$ cat config.mk
export PLATFORM = sky130hd
export DESIGN_NAME = cla_addsub_pipe
export DESIGN_NICKNAME = d
export VERILOG_FILES = /design/src/rtl/cla_addsub_pipe.sv
export SDC_FILE = /design/constraint.sdc
export NUM_CORES = 1
export LEC_CHECK = 0
export CAP_MARGIN = 20
export CORE_MARGIN = 2
export CORE_UTILIZATION = 50
export CTS_BUF_LIST = sky130_fd_sc_hd__clkbuf_4
export CTS_CLUSTER_DIAMETER = 50
export DETAILED_ROUTE_END_ITERATION = 10
export GPL_TIMING_DRIVEN = 0
export PLACE_DENSITY_LB_ADDON = 0.3
export SYNTH_ARGS = -nofsm -noshare
export SYNTH_HDL_FRONTEND = slang
export SYNTH_SLANG_ARGS = --single-unit
$ cat constraint.sdc
create_clock -name clk -period 1.7 [get_ports clk]
set_input_delay 0.255 -clock clk [delete_from_list [all_inputs] [get_ports clk]]
set_output_delay 0.255 -clock clk [all_outputs]
set_load 0.02 [all_outputs]
$ cat src/rtl/cla_addsub_pipe.sv
// cla_addsub_pipe: two-stage pipelined signed carry-lookahead adder/subtractor.
//
// Stage 1 captures per-bit propagate and, for every BLOCK-bit group, the
// in-group carries for both possible group carry-ins. It also captures the
// group propagate/generate, the carry-in, both operand sign bits and the
// saturate request.
// Stage 2 resolves the group carry-ins with a second-level lookahead. It picks
// the matching in-group carries, forms the raw sum and the flags, and applies
// saturation. The result sits in the output registers.
//
// Handshake (valid/ready): a transfer happens on any rising edge where
// valid and ready are both high. The producer holds its payload while valid
// is high and ready is low. in_ready never depends on in_valid.
//
// Ports:
//   clk, rst_n          rising-edge clock, asynchronous active-low reset
//   in_valid/in_ready   operand handshake
//   a, b                signed operands (WIDTH bits)
//   sub                 0: a+b, 1: a-b
//   sat                 clamp result to max/min on signed overflow
//   out_valid/out_ready result handshake
//   sum                 result (clamped when sat and overflow)
//   cout                raw carry out of the MSB
//   ovf, uvf            signed positive / negative overflow (pre-saturation)
module cla_addsub_pipe #(
    parameter int WIDTH = 16,
    parameter int BLOCK = 4
) (
    input  logic             clk,
    input  logic             rst_n,
    input  logic             in_valid,
    output logic             in_ready,
    input  logic [WIDTH-1:0] a,
    input  logic [WIDTH-1:0] b,
    input  logic             sub,
    input  logic             sat,
    output logic             out_valid,
    input  logic             out_ready,
    output logic [WIDTH-1:0] sum,
    output logic             cout,
    output logic             ovf,
    output logic             uvf
);

    localparam int NB = WIDTH / BLOCK;

    generate
        if (WIDTH < 4 || BLOCK < 1 || (WIDTH % BLOCK) != 0) begin : g_bad_param
            $error("cla_addsub_pipe: WIDTH must be >= 4 and a multiple of BLOCK");
        end
    endgenerate

    // ---------------- stage 1 combinational ----------------
    logic [WIDTH-1:0] b_eff;
    logic [WIDTH-1:0] p;
    logic [WIDTH-1:0] g;
    logic [WIDTH-1:0] lc0;     // carry into each bit, group carry-in = 0
    logic [WIDTH-1:0] lc1;     // carry into each bit, group carry-in = 1
    logic [NB-1:0]    grp_p;
    logic [NB-1:0]    grp_g;
    logic             c0v;
    logic             c1v;
    logic             pk;

    always_comb begin
        b_eff = sub ? ~b : b;
        p     = a ^ b_eff;
        g     = a & b_eff;
        lc0   = '0;
        lc1   = '0;
        grp_p = '0;
        grp_g = '0;
        c0v   = 1'b0;
        c1v   = 1'b1;
        pk    = 1'b1;
        for (int k = 0; k < NB; k++) begin
            c0v = 1'b0;
            c1v = 1'b1;
            pk  = 1'b1;
            for (int j = 0; j < BLOCK; j++) begin
                lc0[k*BLOCK+j] = c0v;
                lc1[k*BLOCK+j] = c1v;
                c0v = g[k*BLOCK+j] | (p[k*BLOCK+j] & c0v);
                c1v = g[k*BLOCK+j] | (p[k*BLOCK+j] & c1v);
                pk  = pk & p[k*BLOCK+j];
            end
            // Group generate is the group carry-out when its carry-in is 0.
            grp_g[k] = c0v;
            grp_p[k] = pk;
        end
    end

    // ---------------- handshake ----------------
    logic s1_valid;
    logic s2_load;
    logic s1_load;

    assign s2_load  = !out_valid || out_ready;
    assign s1_load  = !s1_valid || s2_load;
    assign in_ready = s1_load;

    // ---------------- stage 1 registers ----------------
    logic [WIDTH-1:0] s1_p;
    logic [WIDTH-1:0] s1_lc0;
    logic [WIDTH-1:0] s1_lc1;
    logic [NB-1:0]    s1_gp;
    logic [NB-1:0]    s1_gg;
    logic             s1_c0;
    logic             s1_sa;
    logic             s1_sb;
    logic             s1_sat;

    always_ff @(posedge clk or negedge rst_n) begin
        if (!rst_n) begin
            s1_valid <= 1'b0;
            s1_p     <= '0;
            s1_lc0   <= '0;
            s1_lc1   <= '0;
            s1_gp    <= '0;
            s1_gg    <= '0;
            s1_c0    <= 1'b0;
            s1_sa    <= 1'b0;
            s1_sb    <= 1'b0;
            s1_sat   <= 1'b0;
        end else if (s1_load) begin
            s1_valid <= in_valid;
            if (in_valid) begin
                s1_p   <= p;
                s1_lc0 <= lc0;
                s1_lc1 <= lc1;
                s1_gp  <= grp_p;
                s1_gg  <= grp_g;
                s1_c0  <= sub;
                s1_sa  <= a[WIDTH-1];
                s1_sb  <= b_eff[WIDTH-1];
                s1_sat <= sat;
            end
        end
    end

    // ---------------- stage 2 combinational ----------------
    logic [NB:0]      blk_c;
    logic [WIDTH-1:0] raw;
    logic             ovf_n;
    logic             uvf_n;
    logic [WIDTH-1:0] sum_n;

    always_comb begin
        blk_c    = '0;
        raw      = '0;
        blk_c[0] = s1_c0;
        for (int k = 0; k < NB; k++) begin
            blk_c[k+1] = s1_gg[k] | (s1_gp[k] & blk_c[k]);
            for (int j = 0; j < BLOCK; j++) begin
                raw[k*BLOCK+j] = s1_p[k*BLOCK+j] ^
                    (blk_c[k] ? s1_lc1[k*BLOCK+j] : s1_lc0[k*BLOCK+j]);
            end
        end
        ovf_n = ~s1_sa & ~s1_sb &  raw[WIDTH-1];
        uvf_n =  s1_sa &  s1_sb & ~raw[WIDTH-1];
        if (s1_sat && ovf_n)
            sum_n = {1'b0, {(WIDTH-1){1'b1}}};
        else if (s1_sat && uvf_n)
            sum_n = {1'b1, {(WIDTH-1){1'b0}}};
        else
            sum_n = raw;
    end

    // ---------------- stage 2 / output registers ----------------
    always_ff @(posedge clk or negedge rst_n) begin
        if (!rst_n) begin
            out_valid <= 1'b0;
            sum       <= '0;
            cout      <= 1'b0;
            ovf       <= 1'b0;
            uvf       <= 1'b0;
        end else if (s2_load) begin
            out_valid <= s1_valid;
            if (s1_valid) begin
                sum  <= sum_n;
                cout <= blk_c[NB];
                ovf  <= ovf_n;
                uvf  <= uvf_n;
            end
        end
    end

endmodule
# Word level (Yosys, flattened, before mapping)
# Index checks and enable logic that the tools add are counted.
dict set report totals {
  input_bits 38
  out_inout_bits 21
  ff_bits 77
}
dict set report op_classes {
  muxes 19
  bitwise 90
  reduce_logical 8
}
# op n
set op_table {}
lappend op_table {{2-to-1 mux 16 bit} 3}
lappend op_table {{bitwise AND 1 bit} 40}
lappend op_table {{bitwise OR 1 bit} 28}
lappend op_table {{bitwise AND 16 bit} 1}
lappend op_table {{2-to-1 mux 1 bit} 16}
lappend op_table {{NOT 16 bit} 1}
lappend op_table {{bitwise XOR 1 bit} 16}
lappend op_table {{bitwise XOR 16 bit} 1}
lappend op_table {{AND reduction 2 bit} 2}
lappend op_table {{NOT 1 bit} 3}
lappend op_table {{logical AND 1 bit} 2}
lappend op_table {{zero test 1 bit} 2}
lappend op_table {{logical OR 1 bit} 2}

# Longest topological paths before layout
dict set report depth {
  word_depth 13
  ltp_mapped 9
  ltp_nobuf 7
}

# Least setup slack after synthesis
# OpenSTA, ideal clock, no wires.
dict set report synth_path {
  path_type {input -> register}
  from {input port sub}
  to {register s1_lc0[3]}
  t_arrival_ps 1907
  path_slack_ps -332
  path_stages 7
  setup_time_ps 125
  path_cell_list {clkbuf_1 -> buf_2 -> xor2_1 -> ha_1 -> a21o_1 -> a21o_1 -> mux2_2}
}
dict set report synth_between {
  elab_chain_len 6
  word_cells_on_any_way 7
}
# element line
set synth_rtl {}
lappend synth_rtl {{from (decl)} 35} ;# input logic sub,
lappend synth_rtl {{2-to-1 mux 16 bit} 66} ;# b_eff = sub ? ~b : b;
lappend synth_rtl {{bitwise XOR 16 bit} 67} ;# p = a ^ b_eff;
lappend synth_rtl {{via p[1]} 55} ;# logic [WIDTH-1:0] p;
lappend synth_rtl {{bitwise AND 1 bit} 83} ;# c0v = g[k*BLOCK+j] | (p[k*BLOCK+j] & c0v);
lappend synth_rtl {{bitwise OR 1 bit} 83}
lappend synth_rtl {{bitwise AND 1 bit} 83}
lappend synth_rtl {{bitwise OR 1 bit} 83}
lappend synth_rtl {{to (signal assigned)} 129} ;# s1_lc0 <= lc0;
lappend synth_rtl {{to (decl)} 104} ;# logic [WIDTH-1:0] s1_lc0;
# The timed path passes the listed nets, and every way through them passes these cells.
# A chain may end at the register's enable or synchronous reset.

# Final worst setup path
dict set report layout_path {
  from {register s1_gp[2]}
  to {register sum[5]}
}
dict set report layout_between {
  elab_chain_len 9
  word_cells_on_any_way 11
}
# element line
set layout_rtl {}
lappend layout_rtl {{from (decl)} 106} ;# logic [NB-1:0] s1_gp;
lappend layout_rtl {{from (signal assigned)} 131} ;# s1_gp <= grp_p;
lappend layout_rtl {{bitwise AND 1 bit *} 153} ;# blk_c[k+1] = s1_gg[k] | (s1_gp[k] & blk_c[k]);
lappend layout_rtl {{bitwise OR 1 bit *} 153}
lappend layout_rtl {{2-to-1 mux 1 bit *} 156} ;# (blk_c[k] ? s1_lc1[k*BLOCK+j] : s1_lc0[k*BLOCK+j]);
lappend layout_rtl {{bitwise XOR 1 bit *} 155} ;# raw[k*BLOCK+j] = s1_p[k*BLOCK+j] ^
lappend layout_rtl {{NOT 1 bit} 160} ;# uvf_n = s1_sa & s1_sb & ~raw[WIDTH-1];
lappend layout_rtl {{bitwise AND 1 bit} 160}
lappend layout_rtl {{logical AND 1 bit} 163} ;# else if (s1_sat && uvf_n)
lappend layout_rtl {{2-to-1 mux 16 bit} 163}
lappend layout_rtl {{2-to-1 mux 16 bit *} 161} ;# if (s1_sat && ovf_n)
lappend layout_rtl {{to (signal assigned)} 180} ;# sum <= sum_n;
lappend layout_rtl {{to (decl)} 39} ;# output logic [WIDTH-1:0] sum,
# Every way passes the cells marked *; elsewhere a longest branch is shown, timed or not.

==> results.cfg <==
[global_route]
antenna_found_initial = 0
grt.busiest_layer = met2
grt_max_degree = 75
gr-usage-met3_pct = 3.26
grtUsageMet1_pct = 26.4
overflow = 0
grt_first_pass_wirelength_microns = 13000
grt_pass1_vias = 2738
grt.total_usage_pct = 20.1
met2_usage_pct = 32.3

[synthesis]
ys_seq_area_share_pct = 49.3
yosys.area.top_type = dfrtp_1
ys_types = 32
synth_edf_count = 0
synthFlopType = dfrtp_1
synth-seq-cells = 74
yosysWarnings = 0
synth_top_area_share_pct = 49.3
synthTopCellsByArea = dfrtp_1, mux2_2, ha_1
async_flop_share_pct = 100
postSynthCellCount = 341
syn_area_sq_mm = 0.00376
synth_nets = 399
syn_area_per_cell_sq_um = 11.0

[critical_path]
path_buf_inv = 2
max_stage_delay_ps = 420
slowest_stage = dfrtp_1
worstPathRequired_ps = 2020
worstSetupPathType = reg2reg
rr_worst_depth = 8
cpMostUsedCell = buf_6
cp-startpoint = s1_gp[2]
regToRegStartpoint = s1_gp[2]
cp-start-kind = register
crit_chain = nand2_2 > o21ai_4 > mux2i_2 > xnor2_2 > buf_6 > a21oi_4 > buf_6 > a21oi_2
regToRegEndpoint = sum[5]
arrival_ps = 2150
worst_setup_path_end_kind = register
regToRegSetupSlack_ps = -140
cpLargestDelayFamily = compound AO/OA/AOI/OAI gates
worstPathMaxFanout = 7

[clocking]
clk_path_buf_depth = 2
path_clk_slew_ps = 130
cts_buffers = 9
ctsRootBufferMaster = clkbuf_4
cts_tree = done
cts.sinks = 74
h-tree-depth = 3
clk_latency_ps = 420

[final_layout]
drive_gt1_share_pct = 22.0
final_util_pct = 66.5
areaGrowthSynthToFinish_pct = 28.3
antennaDiodeCount = 0
nNetsFinal = 480

[detailed_routing]
vias_per_cell = 5.21
antenna_left = 0
drc = 0
wl_per_cell_microns = 15.3
num_vias = 2739
drt_wl_total_microns = 8040
drt_iter0_markers = 105
firstDrtPassIters = 4

[run_status]
status = finished with violations
violations = setup timing

[floorplan]
dieArea_sq_mm = 0.00823
die_y_microns = 90.7
rows = 31
core-area_sq_mm = 0.00725
dieWidth_microns = 90.7
initial_core_util_pct = 51.8
io_pins = 59

[sta]
hold_viol_final = 0
maxSlewHeadroom_pct = 39.4
holdWs_ps = 162
slew_violations = 0
finalCriticalPeriod_ps = 1840
setup_viol = 16
timing.final.crit_share_pct = 108
rsz0062_at_grt = yes
setup_ws_ps = -136
finClkSkew_ps = 17.0
max_freq_ghz = 0.545
tightest_slew_ps = 909

[hold_path]
min_from = sub
worstHoldPathType = in2reg
hold_depth = 2
hold_path_end = s1_c0

[place]
gp_congestion = 0.844
port_buffers = 57
dp_hpwl_microns = 5750

[job]
maxCapViolCount = 0

[power]
peakVddDrop_mv = 0.492
total_power_mw = 6.11
p_leak_nw = 2.21
p_per_area_mw_per_mm2 = 1270
[routing by layer]
layer | wire (microns) | part of all wire (%) | up-vias
met3 | 351 | 4.4 | 20
met4 | 214 | 2.7 | 0
li1 | - | - | 1333
met2 | 3850 | 48 | 69
met5 | 0 | 0 | -
met1 | 3620 | 45 | 1317
[power breakdown]
group	switching (mW)	internal, mW	total [mW]
Clock	0.620	0.604	1.22
Sequential	0.278	2.20	2.48
Combinational	1.20	1.21	2.40
[Yosys cell counts (2+ instances only)]
cell and instances:
nand3_1 2, mux2_2 33, clkbuf_1 9, dfrtp_1 74, nand2b_1 4, nand4_1 4
a21oi_1 29, a21oi_4 2, ha_1 20, mux2i_1 12, xor2_1 16, inv_1 13
buf_6 3, nand2_1 28, o21ai_0 36, buf_2 2, nor2_1 16, xnor2_1 16
a21o_1 9
[flip-flops by register name, summed over array words and instances (netlist names), 4 cells and up]
signal and flops:
s1_gp 4, s1_p 16, s1_gg 4, sum 16, s1_lc1 13, s1_lc0 12
[worst max-delay path by stage]
stage	slack, ps	cells after the start	end
after detailed placement	-300	5	s1_lc0[1]
after global placement	-2090	1	sum[10]
after global routing	-230	8	sum[13]
after floorplan	-20	9	sum[4]
after CTS	-130	9	sum[2]
final	-140	8	sum[5]
[layout by cell type (no fill, tap or decap), types with 15 or more instances in the layout]
cell / instances
nand2_1: 26
a21oi_1: 20
xor2_1: 16
xnor2_1: 15
ha_1: 20
mux2_2: 33
dfrtp_1: 72
clkdlybuf4s50_1: 50
o21ai_0: 34
nor2_1: 16
[metrics by stage]
step | setup TNS [ps] | instance area [sq um] | std cells | setup WS, ps
after detailed placement | -14420 | 4490 | 497 | -304
after floorplan | -191 | 3800 | 341 | -17.2
after global routing | -3310 | 4820 | 526 | -233
final | -1870 | 4820 | 526 | -136
after CTS | -1660 | 4770 | 523 | -130
after global placement | -166700 | 4490 | 497 | -2090
[worst register-to-register path: cells and delay by family, from the launching register on]
| family | cells | cell delay, ps |
|---|---|---|
| compound gates | 3 | 510 |
| xor+xnor | 1 | 110 |
| buf+inv | 2 | 320 |
| flops | 1 | 420 |
| mux | 1 | 290 |
| simple gates | 1 | 90 |
[what timing repair did]
action | in CTS | in global routing
gates resized for setup | 14 | 15
gates cloned | 1 | 0
endpoints found under the hold margin | 40 | 0
endpoints found under the setup margin | 19 | 25
hold buffers | 1 | 0
pin swaps | 5 | 3
buffers inserted | 8 | 4
[cell families after synthesis]
family / count (synthesis) / synth area share, %
simple gates: 59 / 6.92
flops: 74 / 49.3
fa+ha+maj: 20 / 6.66
compound gates: 82 / 12.9
xor+xnor: 32 / 7.46
mux: 45 / 13.1
buf+inv: 29 / 3.73
[layout make-up]
class                      count  area (sq um)
fill                         581          2430
sequential                    74          1850
multi-input combinational    238          1830
timing repair buffer          71           691
tap                           99           124
buffer                        15           119
clock inverter                 6          81.3
clock buffer                  10          75.1
inverter                      13          48.8
(Power assumes the default switching activity.)
